[config.mk]
export PLATFORM = sky130hd
export DESIGN_NAME = branch_exec_ctrl
export DESIGN_NICKNAME = d
export VERILOG_FILES = /design/src/rtl/branch_exec_ctrl.sv
export SDC_FILE = /design/constraint.sdc
export NUM_CORES = 1
export LEC_CHECK = 0
export ABC_CLOCK_PERIOD_IN_PS = 5960
export CORE_ASPECT_RATIO = 1.75
export CORE_UTILIZATION = 50
export DETAILED_ROUTE_END_ITERATION = 6
export PLACE_DENSITY = 0.81
export SETUP_SLACK_MARGIN = 0.2
export SLEW_MARGIN = 5
export SYNTH_ARGS = -nofsm -noshare
export SYNTH_HDL_FRONTEND = slang
export SYNTH_SLANG_ARGS = --single-unit
[constraint.sdc]
create_clock -name clk -period 5.96 [get_ports clk]
set_input_delay 1.192 -clock clk [delete_from_list [all_inputs] [get_ports clk]]
set_output_delay 1.192 -clock clk [all_outputs]
set_load 0.1 [all_outputs]
[src/rtl/branch_exec_ctrl.sv]
// Multicycle execute/branch sequencer: decodes one instruction at a time, drives the ALU,
// then either writes back the ALU result or resolves BEQ/BNE into a PC update.
module branch_exec_ctrl #(
  parameter logic [31:0] PC_RESET = 32'h0000_0000,
  parameter int          PC_STEP  = 4
) (
  input  logic        clk,
  input  logic        reset,
  input  logic [31:0] instr,
  input  logic        instr_valid,
  output logic        instr_ready,
  input  logic        alu_zero,
  input  logic [31:0] alu_result,
  output logic [2:0]  alu_op,
  output logic        alu_src_imm,
  output logic [31:0] imm_ext,
  output logic [4:0]  rs_addr,
  output logic [4:0]  rt_addr,
  output logic        reg_write,
  output logic [4:0]  wb_addr,
  output logic [31:0] wb_data,
  output logic [31:0] pc,
  output logic        done,
  output logic        illegal
);

  localparam logic [31:0] STEP = 32'(PC_STEP);

  typedef enum logic [2:0] {IDLE, DECODE, EXEC, WB, BRANCH} state_t;
  state_t state, state_nx;

  logic [5:0]  opcode_q, funct_q;
  logic [4:0]  rd_q;
  logic [15:0] imm_q;
  logic        is_bne, zero_q;
  logic        xfer;

  // shamt field carries no meaning for this instruction subset
  logic unused_shamt;
  assign unused_shamt = ^instr[10:6];

  assign xfer = instr_valid && instr_ready;

  logic        dec_legal, dec_branch, dec_bne, dec_src_imm;
  logic [2:0]  dec_op;
  logic [4:0]  dec_wb;

  always_comb begin
    dec_legal   = 1'b0;
    dec_branch  = 1'b0;
    dec_bne     = 1'b0;
    dec_src_imm = 1'b0;
    dec_op      = 3'b000;
    dec_wb      = rd_q;
    case (opcode_q)
      6'b000000: begin
        dec_legal = 1'b1;
        case (funct_q)
          6'b100000: dec_op = 3'b000;
          6'b100010: dec_op = 3'b001;
          6'b100100: dec_op = 3'b010;
          6'b100101: dec_op = 3'b011;
          6'b101010: dec_op = 3'b100;
          default:   dec_legal = 1'b0;
        endcase
      end
      6'b001000: begin
        dec_legal   = 1'b1;
        dec_src_imm = 1'b1;
        dec_wb      = rt_addr;
      end
      6'b000100, 6'b000101: begin
        dec_legal  = 1'b1;
        dec_branch = 1'b1;
        dec_bne    = opcode_q[0];
        dec_op     = 3'b001;
      end
      default: dec_legal = 1'b0;
    endcase
  end

  always_ff @(posedge clk or posedge reset) begin
    if (reset) state <= IDLE;
    else       state <= state_nx;
  end

  logic branch_q;

  always_comb begin
    state_nx = state;
    case (state)
      IDLE:    if (xfer) state_nx = DECODE;
      DECODE:  state_nx = dec_legal ? EXEC : IDLE;
      EXEC:    state_nx = branch_q ? BRANCH : WB;
      WB:      state_nx = IDLE;
      BRANCH:  state_nx = IDLE;
      default: state_nx = IDLE;
    endcase
  end

  always_comb begin
    instr_ready = (state == IDLE);
    illegal     = (state == DECODE) && !dec_legal;
    done        = illegal || (state == WB) || (state == BRANCH);
    reg_write   = (state == WB) && (wb_addr != 5'd0);
  end

  logic taken;
  assign taken = is_bne ? !zero_q : zero_q;

  always_ff @(posedge clk or posedge reset) begin
    if (reset) begin
      opcode_q    <= '0;
      funct_q     <= '0;
      rd_q        <= '0;
      imm_q       <= '0;
      rs_addr     <= '0;
      rt_addr     <= '0;
      alu_op      <= 3'b000;
      alu_src_imm <= 1'b0;
      imm_ext     <= '0;
      wb_addr     <= '0;
      branch_q    <= 1'b0;
      is_bne      <= 1'b0;
      wb_data     <= '0;
      zero_q      <= 1'b0;
      pc          <= PC_RESET;
    end else begin
      case (state)
        IDLE: if (xfer) begin
          opcode_q <= instr[31:26];
          rs_addr  <= instr[25:21];
          rt_addr  <= instr[20:16];
          rd_q     <= instr[15:11];
          imm_q    <= instr[15:0];
          funct_q  <= instr[5:0];
        end
        DECODE: begin
          if (dec_legal) begin
            alu_op      <= dec_op;
            alu_src_imm <= dec_src_imm;
            imm_ext     <= {{16{imm_q[15]}}, imm_q};
            wb_addr     <= dec_wb;
            branch_q    <= dec_branch;
            is_bne      <= dec_bne;
          end else begin
            pc <= pc + STEP;
          end
        end
        EXEC: begin
          wb_data <= alu_result;
          zero_q  <= alu_zero;
        end
        WB:     pc <= pc + STEP;
        // shift drops imm_ext[31:30]; wrap modulo 2^32 is intended
        BRANCH: pc <= pc + STEP + (taken ? {imm_ext[29:0], 2'b00} : 32'd0);
        default: ;
      endcase
    end
  end

endmodule
# ---- Word level (Yosys, flattened, before mapping)
# Index checks and enable logic that the tools add are counted.
# W data, S select, Z words.
dict set report word_totals {
  rom_bits 0
  output_inout_bits 119
  memories 0
  latchBits 0
  mem_bits_rw 0
  reg_bits 138
}
dict set report op_classes {
  addsub 2
  div 0
  mux 16
  n_reduce_logical 17
  n_bitwise 0
  n_mul 0
  shifts 0
  order_cmp 0
  n_eq_ne 14
}
# cell n
set ops {}
lappend ops {{$pmux W32 S3} 1}
lappend ops {{$mux W32} 2}
lappend ops {{$add A32 B3 Y32 const B} 1}
lappend ops {{$add A32 B32 Y32} 1}
lappend ops {{$eq A6 B6 Y1 const B} 5}
lappend ops {{$eq A6 B3 Y1 const B} 2}
lappend ops {{$pmux W3 S4} 1}
lappend ops {{$pmux W3 S3} 1}
lappend ops {{$eq A3 B2 Y1 const B} 2}
lappend ops {{$eq A6 B4 Y1 const B} 1}
lappend ops {{$logic_not A6 Y1} 1}
lappend ops {{$mux W3} 2}
lappend ops {{$pmux W3 S2} 1}
lappend ops {{$reduce_and A2 Y1} 3}
lappend ops {{$mux W1} 5}
lappend ops {{$mux W5} 1}
lappend ops {{$reduce_bool A5 Y1} 1}
lappend ops {{$reduce_or A5 Y1} 1}
lappend ops {{$eq A3 B1 Y1 const B} 1}
lappend ops {{$eq A3 B3 Y1 const B} 1}
lappend ops {{$logic_and A1 B1 Y1} 3}
lappend ops {{$logic_not A3 Y1} 1}
lappend ops {{$reduce_bool A3 Y1} 1}
lappend ops {{$reduce_or A3 Y1} 1}
lappend ops {{other kinds (7)} 9}

# ---- Longest topological paths before layout
# Gate-level depths: netlist of run 1.
dict set report logic_depth {
  word_depth 8
  depth_mapped 18
}

# ---- Least setup slack after synthesis of run 1
# OpenSTA, ideal clock, no wires.
dict set report synth_timing {
  path_type {reg-to-reg}
  start {register pc[3]}
  end {register pc[31]}
  required_ns 5.799
  arrival_time_ns 4.525
  slack_ns 1.274
  setup_time_ns 0.161
  stages_incl_launch_ff 18
  path_buffers 1
  cell_sequence {dfrtp_1 ha_1 and4_1 nand4_2 or2_1 nor3_2 nand4_1 xnor2_1 ha_1 clkbuf_1 a21o_1 a21oi_1 nand3b_1 o21ai_0 a31oi_4 or4_1 nand3_1 xor2_1}
}
dict set report synth_between {
  elab_chain_len 3
  elab_cells_between_ends 4
}
# item line
set synth_rtl {}
lappend synth_rtl {{start: declaration} 22} ;# output logic [31:0] pc,
lappend synth_rtl {{start signal: assignment} 147} ;# pc <= pc + STEP;
lappend synth_rtl {{start signal: assignment} 154} ;# WB: pc <= pc + STEP;
lappend synth_rtl {{start signal: assignment} 156} ;# BRANCH: pc <= pc + STEP + (taken ? {imm_ext[29:0], 2'b00} : 32'd0);
lappend synth_rtl {{$add A32 B3 Y32 (*)} {147, 154, 156}}
lappend synth_rtl {{$add A32 B32 Y32 / $mux W32 (equally long branches)} {156, 139}}
lappend synth_rtl {{$pmux W32 S3 (*)} 129} ;# case (state)
# Every way passes the cells marked *; elsewhere a longest branch is shown, timed or not. The select of a mux whose other input is x is not followed.
# A chain may end at the register's enable or synchronous reset.

# ---- Worst setup path in the final report of run 1
dict set report layout_timing {
  start {register opcode_q[1]}
  end {output port done}
}
dict set report layout_between {
  elab_chain_len 7
  elab_cells_between_ends 10
}
# item line
set layout_rtl {}
lappend layout_rtl {{start: declaration} 32} ;# logic [5:0] opcode_q, funct_q;
lappend layout_rtl {{start signal: assignment} 131} ;# opcode_q <= instr[31:26];
lappend layout_rtl {{$eq A6 B3 Y1 / $eq A6 B4 Y1 (equally long branches)} 55} ;# case (opcode_q)
lappend layout_rtl {{$reduce_or A3 Y1 (no source line)} -}
lappend layout_rtl {{$pmux W1 S2 (*)} 55}
lappend layout_rtl {{$logic_not A1 Y1 (*)} 103} ;# illegal = (state == DECODE) && !dec_legal;
lappend layout_rtl {{$logic_and A1 B1 Y1 (*)} 103}
lappend layout_rtl {{$logic_or A1 B1 Y1 (*) (2 in a row)} 104} ;# done = illegal || (state == WB) || (state == BRANCH);
lappend layout_rtl {{end: declaration} 23} ;# output logic done,
# Every way passes the cells marked *; elsewhere a longest branch is shown, timed or not.

==> results_dict.tcl, run 1 <==
set metrics [dict create \
    grt_antenna_before_repair 0 \
    vias_per_cell 5.515 \
    tightest_slew_ns 1.130 \
    clk-insertion-delay-late_ns 0.42 \
    dpl_cell_area_mm2 0.009487 \
    htree_levels 4 \
    crit_arrival_ns 3.27 \
    placed_cells 1102 \
    finalSetupViolations 0 \
    syn_inst 778 \
    io_pins 187 \
    overflow 0 \
    cts_tree "yes" \
    grt_max_degree 61 \
    cts.sinks 125 \
    crit_type "reg -> out" \
    dp.final_hpwl_mm 14.50 \
    setup_slack_ns 1.499 \
    dr.pass1.iters 4 \
    antenna_cells 0 \
    async_flop_share_pct 100.0 \
    synth_cell_type_count 75 \
    fmax_mhz 224.2 \
    ir_worst_vdd_mv 0.4685 \
    cts.repair.resized 0 \
    rr_worst_depth 16 \
    slew_viol_final 0 \
    critPathRequiredTime_ns 4.77 \
    clkTransAtPathRegs_ns 0.06 \
    outcome "completed" \
    wl_per_cell_um 17.23 \
    synth-edff-count 0 \
    finalNetCount 1042 \
    drive_above_1_share_pct 14.00 \
    final_cells 1133 \
    worst_clock_skew_ns 0.009363 \
    drt_iter0_drc 183 \
    p_per_area_mw_per_mm2 613.9 \
    period_share_pct 74.85 \
    track_usage_pct 26.48 \
    synthFlopType "dfrtp_1" \
    initial_core_util_pct 51.12 \
    crit_path_end_kind "output pin" \
    final_area_mm2 0.01012 \
    areaGrowthSynthToFinish_pct 32.74 \
    hold_path.class "reg -> reg" \
    wirelength_mm 19.52 \
    cts_hold_buf 0 \
    yosysWarnings 0 \
    critPathMaxFanout 5 \
    startpoint_type "register" \
    die_h_um 165.3 \
    rsz0062_at_grt "false" \
    vias 6249 \
    io_buffers 184 \
    coreArea_mm2 0.01491 \
    finalWeightedCongestion 0.8661 \
    period_needed_ns 4.461 \
    fin_setup_tns_ns 0 \
    postCtsSetupRepairBufs 0 \
    clockBufferDepth 2 \
    avgSynthCellArea_um2 9.799 \
    die_area_mm2 0.01576 \
    grt_pass1_vias 6432 \
    p_total_mw 6.213 \
    rows 59 \
    grt_pass1_wl_mm 31.82 \
    leakage_nw 4.542 \
    synth_seq_area_share_pct 41.03 \
    cap_violations 0 \
    route.detailed.drc 0 \
    die_w_um 95.34 \
    relSlewSlack_pct 24.23 \
    root_buffer "clkbuf_16" \
    pre_cts_ws_ns 1.705 \
    synth.cell_area_mm2 0.007624 \
    hold_depth 2 \
    ant_nets 0 \
    synth-seq-cells 125 \
    cts_buffers 17 \
    hold_violations 0 \
]
==> cell usage after synthesis, drive strengths merged (14+ instances only) <==
library cell / number / area (um^2)
a21oi: 27 / 146.4
mux2: 66 / 743.2
o21ai: 53 / 269.0
dfrtp: 125 / 3128
nand2: 110 / 415.4
xnor2: 40 / 350.3
nor2: 49 / 198.9
nand3: 23 / 132.6
clkbuf: 26 / 100.1
inv: 16 / 60.06
nor3: 14 / 90.09
ha: 35 / 437.9
and2: 20 / 125.1
xor2: 40 / 350.3
buf: 25 / 171.4
==> cell type report <==
class	instances	area [um^2]
multi-input cells	587	4173
repair buffers	191	1894
clock inverters	14	207.7
inverters	16	62.56
clock buffers	17	425.4
fillers	1166	4792
flip-flops and latches	125	3128
well taps	183	229.0
==> stage by stage <==
step                      utilization [%]  hold slack [ns]
after global routing                67.86           0.4822
after CTS                           67.86           0.4656
after detailed placement            63.62           0.4479
after floorplan                         -           0.4348
after global placement              63.62           0.4414
final                               67.86           0.4585
==> cells in the final DEF (no fill, tap or decap), types with 4 or more instances in the layout <==
cell             instances
nor2_1                  47
buf_4                    7
dfrtp_1                125
xor2_1                  40
nand2_1                109
a21o_1                  10
mux2i_1                  9
nor3_1                  10
nand4_1                 11
inv_6                    6
o21a_1                   4
and2_1                  20
ha_1                    35
nand3_1                 21
o21ai_0                 50
inv_1                   15
mux2_2                  66
clkdlybuf4s50_1        184
bufinv_16                4
nand3b_1                 4
a221oi_1                 4
a21oi_1                 26
clkbuf_16               17
nor3_2                   4
xnor2_1                 40
clkinv_4                 4
==> flip-flops by register name, summed over array words and instances, names as in the netlist, 6 cells and up <==
signal    count
wb_data      32
imm_q         6
imm_ext      16
pc           30
opcode_q      6
==> routing by layer <==
layer	global-route usage (%)	vias up	wire (um)
li1	-	3011	-
met2	47.56	198	10490
met1	28.99	2989	7401
met5	0	-	0
met3	5.037	51	857
met4	13.43	0	770
==> power by group <==
group	switching (mW)	total, mW	internal [mW]
Sequential	0.271	1.41	1.14
Combinational	2.72	3.67	0.954
Clock	0.422	1.13	0.709
Total	3.41	6.21	2.80
==> worst paths after layout <==
check,startpoint,endpoint,slack [ns]
worst max register to register,pc[2],pc[31],1.70
worst min-delay path,imm_q[8],imm_ext[8],0.46
worst max-delay path,opcode_q[1],done,1.50
worst min register to register,imm_q[8],imm_ext[8],0.46
min in group asynchronous,reset,wb_data[1],1.25
max in group asynchronous,reset,wb_data[19],3.69
==> kinds of logic after synthesis <==
| kind of cell | after synthesis | share of synthesized area, % |
|---|---|---|
| DFF | 125 | 41.03 |
| adders and majority gates | 36 | 6.007 |
| AOI/OAI and AO/OA | 129 | 11.03 |
| other | 1 | 0.04919 |
| and+or+nand+nor | 265 | 17.41 |
| muxes | 75 | 10.93 |
| xor gates and xnor gates | 80 | 9.191 |
| buffers and inverters | 67 | 4.349 |
==> worst max-delay path: stages, from the launching register on <==
cell	delay, ns
dfrtp_1	0.41
nor4_1	0.69
a21boi_2	0.20
o21ai_1	0.41
nand2_1	0.15
clkdlybuf4s50_1	0.99
No activity file was read; power rests on OpenSTA's default activity.
==> inputs of run 2 (changes only) <==
--- a/config.mk
+++ b/config.mk
@@ -5,7 +5,7 @@
 export SDC_FILE = /design/constraint.sdc
 export NUM_CORES = 1
 export LEC_CHECK = 0
-export ABC_CLOCK_PERIOD_IN_PS = 5960
+export ABC_CLOCK_PERIOD_IN_PS = 4200
 export CORE_ASPECT_RATIO = 1.75
 export CORE_UTILIZATION = 50
 export DETAILED_ROUTE_END_ITERATION = 6
==> constraint.sdc (replaced) <==
create_clock -name clk -period 4.2 [get_ports clk]
set_input_delay 0.84 -clock clk [delete_from_list [all_inputs] [get_ports clk]]
set_output_delay 0.84 -clock clk [all_outputs]
set_load 0.1 [all_outputs]
==> results_dict.tcl, run 2 (synthesized netlist as in run 1, its figures left out) <==
set metrics [dict create \
    ir_worst_vdd_mv 0.6344 \
    crit_type "reg -> reg" \
    grt_pass1_vias 6499 \
    drive_above_1_share_pct 18.23 \
    htree_levels 4 \
    intPower_mw 3.808 \
    route.detailed.drc 0 \
    hold_path.class "reg -> reg" \
    io_pins 187 \
    cts_buffers 17 \
    outcome "completed" \
    largestRegisters "wb_data: 32 flops, pc: 30 flops, imm_ext: 16 flops" \
    cts_tree "yes" \
    coreArea_mm2 0.01491 \
    dpl_cell_area_mm2 0.009637 \
    dp.final_hpwl_mm 14.68 \
    wl_per_cell_um 16.96 \
    clk-insertion-delay-late_ns 0.41 \
    crit_arrival_ns 4.13 \
    final_common_cell "clkdlybuf4s50_1" \
    die_area_mm2 0.01576 \
    worst_clock_skew_ns 0.01038 \
    finalWeightedCongestion 0.8677 \
    vias_per_cell 5.500 \
    crit_start "pc[3]" \
    rows 59 \
    crit_path_end_kind "register" \
    drt_iter0_drc 187 \
    wirelength_mm 19.59 \
    regMostFlops "wb_data" \
    rr_worst_depth 18 \
    tightest_slew_ns 1.088 \
    grt_antenna_before_repair 1 \
    overflow 0 \
    startpoint_type "register" \
    fmax_mhz 262.9 \
    die_w_um 95.34 \
    vias 6352 \
    relSlewSlack_pct 27.46 \
    pwr-share-comb_pct 60.6 \
    areaGrowthSynthToFinish_pct 34.75 \
    initial_core_util_pct 51.12 \
    r2r_end "pc[31]" \
    rsz0062_at_grt "false" \
    final_area_mm2 0.01027 \
    clockBufferDepth 2 \
    grt_max_degree 51 \
    pre_cts_ws_ns 0.3393 \
    layout_common_cells "clkdlybuf4s50_1, dfrtp_1, nand2_1" \
    finalSetupViolations 0 \
    utilization_pct 68.89 \
    cap_violations 0 \
    cts.sinks 125 \
    r2r-start "pc[3]" \
    critPathMaxFanout 4 \
    finalNetCount 1062 \
    track_usage_pct 26.20 \
    period_share_pct 90.58 \
    power.share.switching_pct 56.09 \
    p_per_area_mw_per_mm2 844.1 \
    grt_pass1_wl_mm 31.48 \
    power_frac_clock_pct 16.3 \
    setup_slack_ns 0.3957 \
    endpoint "pc[31]" \
    ant_nets 0 \
    io_buffers 184 \
    critPathRequiredTime_ns 4.53 \
    reg2reg_slack_ns 0.40 \
    period_needed_ns 3.804 \
    clkTransAtPathRegs_ns 0.06 \
    dr.pass1.iters 4 \
    seq_power_share_pct 23.1 \
    largest_reg_flops 32 \
    hold_violations 0 \
    root_buffer "clkbuf_16" \
    die_h_um 165.3 \
    slew_viol_final 0 \
    leakage_nw 4.605 \
    p_switching_mw 4.863 \
]
-- run 2: changes by cell type in the layout (fill, tap and decap cells not counted), sizes merged --
| cell | delta |
|---|---|
| bufinv | -4 |
| clkinvlp | +2 |
| inv | +4 |
| clkdlybuf4s50 | -3 |
| diode | +1 |
| buf | +23 |
| clkinv | -1 |
-- run 2: how the worst min path moves through the flow --
stage | from | end | cells after the start | slack (ns)
2_1_floorplan | imm_q[10] | imm_ext[10] | 2 | 0.43
3_3_place_gp | branch_q | state[1] | 1 | 0.44
3_5_place_dp | imm_q[10] | imm_ext[10] | 2 | 0.45
4_1_cts | branch_q | state[1] | 1 | 0.46
5_1_grt | imm_q[10] | imm_ext[10] | 2 | 0.49
6_report | branch_q | state[1] | 1 | 0.46
-- run 2: layout make-up --
class	instances	area (um^2)
Antenna cell	1	2.502
Clock buffer	17	425.4
Clock inverter	15	141.4
Fill cell	1164	4639
Inverter	16	63.81
Multi-Input combinational cell	587	4202
Sequential cell	125	3147
Tap cell	183	229.0
Timing Repair Buffer	211	2062
-- run 2: layer usage --
metal	up-vias	track usage, %	share of wire, %
met5	-	0	0
met4	0	15.08	3.5
met3	40	4.716	4.3
li1	3051	-	-
met2	178	46.95	54
met1	3083	28.20	38
-- run 2: through the flow --
step / hold slack (ns) / std cells / setup TNS, ns / power [mW]
after floorplan: 0.4348 / 779 / -0.03766 / 6.104
after global placement: 0.4443 / 1114 / 0 / 7.207
after detailed placement: 0.4499 / 1114 / 0 / 7.263
after CTS: 0.4600 / 1146 / 0 / 8.712
after global routing: 0.4924 / 1155 / 0 / 9.007
final: 0.4556 / 1155 / 0 / 8.670
-- run 2: what timing repair did --
action	in CTS	in global routing
hold buffers	0	0
endpoints found under the setup margin	0	3
buffers inserted	0	8
resized for setup	0	4
-- run 2: power by group through the flow --
| stage | Sequential [mW] | Combinational [mW] | Clock (mW) |
|---|---|---|---|
| final | 2.00 | 5.25 | 1.42 |
| after floorplan | 4.19 | 1.91 | 0 |
| after global placement | 2.00 | 5.21 | 0 |
| after global routing | 2.06 | 5.46 | 1.49 |
| after CTS | 2.01 | 5.26 | 1.45 |
| after detailed placement | 2.02 | 5.24 | 0 |
-- run 2: critical path, cell delays in order, from the launching register on --
cell	delay [ns]
dfrtp_2	0.41
ha_4	0.16
and4_1	0.26
buf_4	0.16
nand2_1	0.08
nor4_2	0.52
and2_1	0.29
nand3_1	0.15
xnor2_1	0.16
ha_1	0.21
a211oi_1	0.21
nand2_1	0.13
a31oi_1	0.17
o21ai_0	0.12
mux2_2	0.29
nand3_1	0.07
o21ai_0	0.09
nand3_1	0.09
xor2_1	0.15
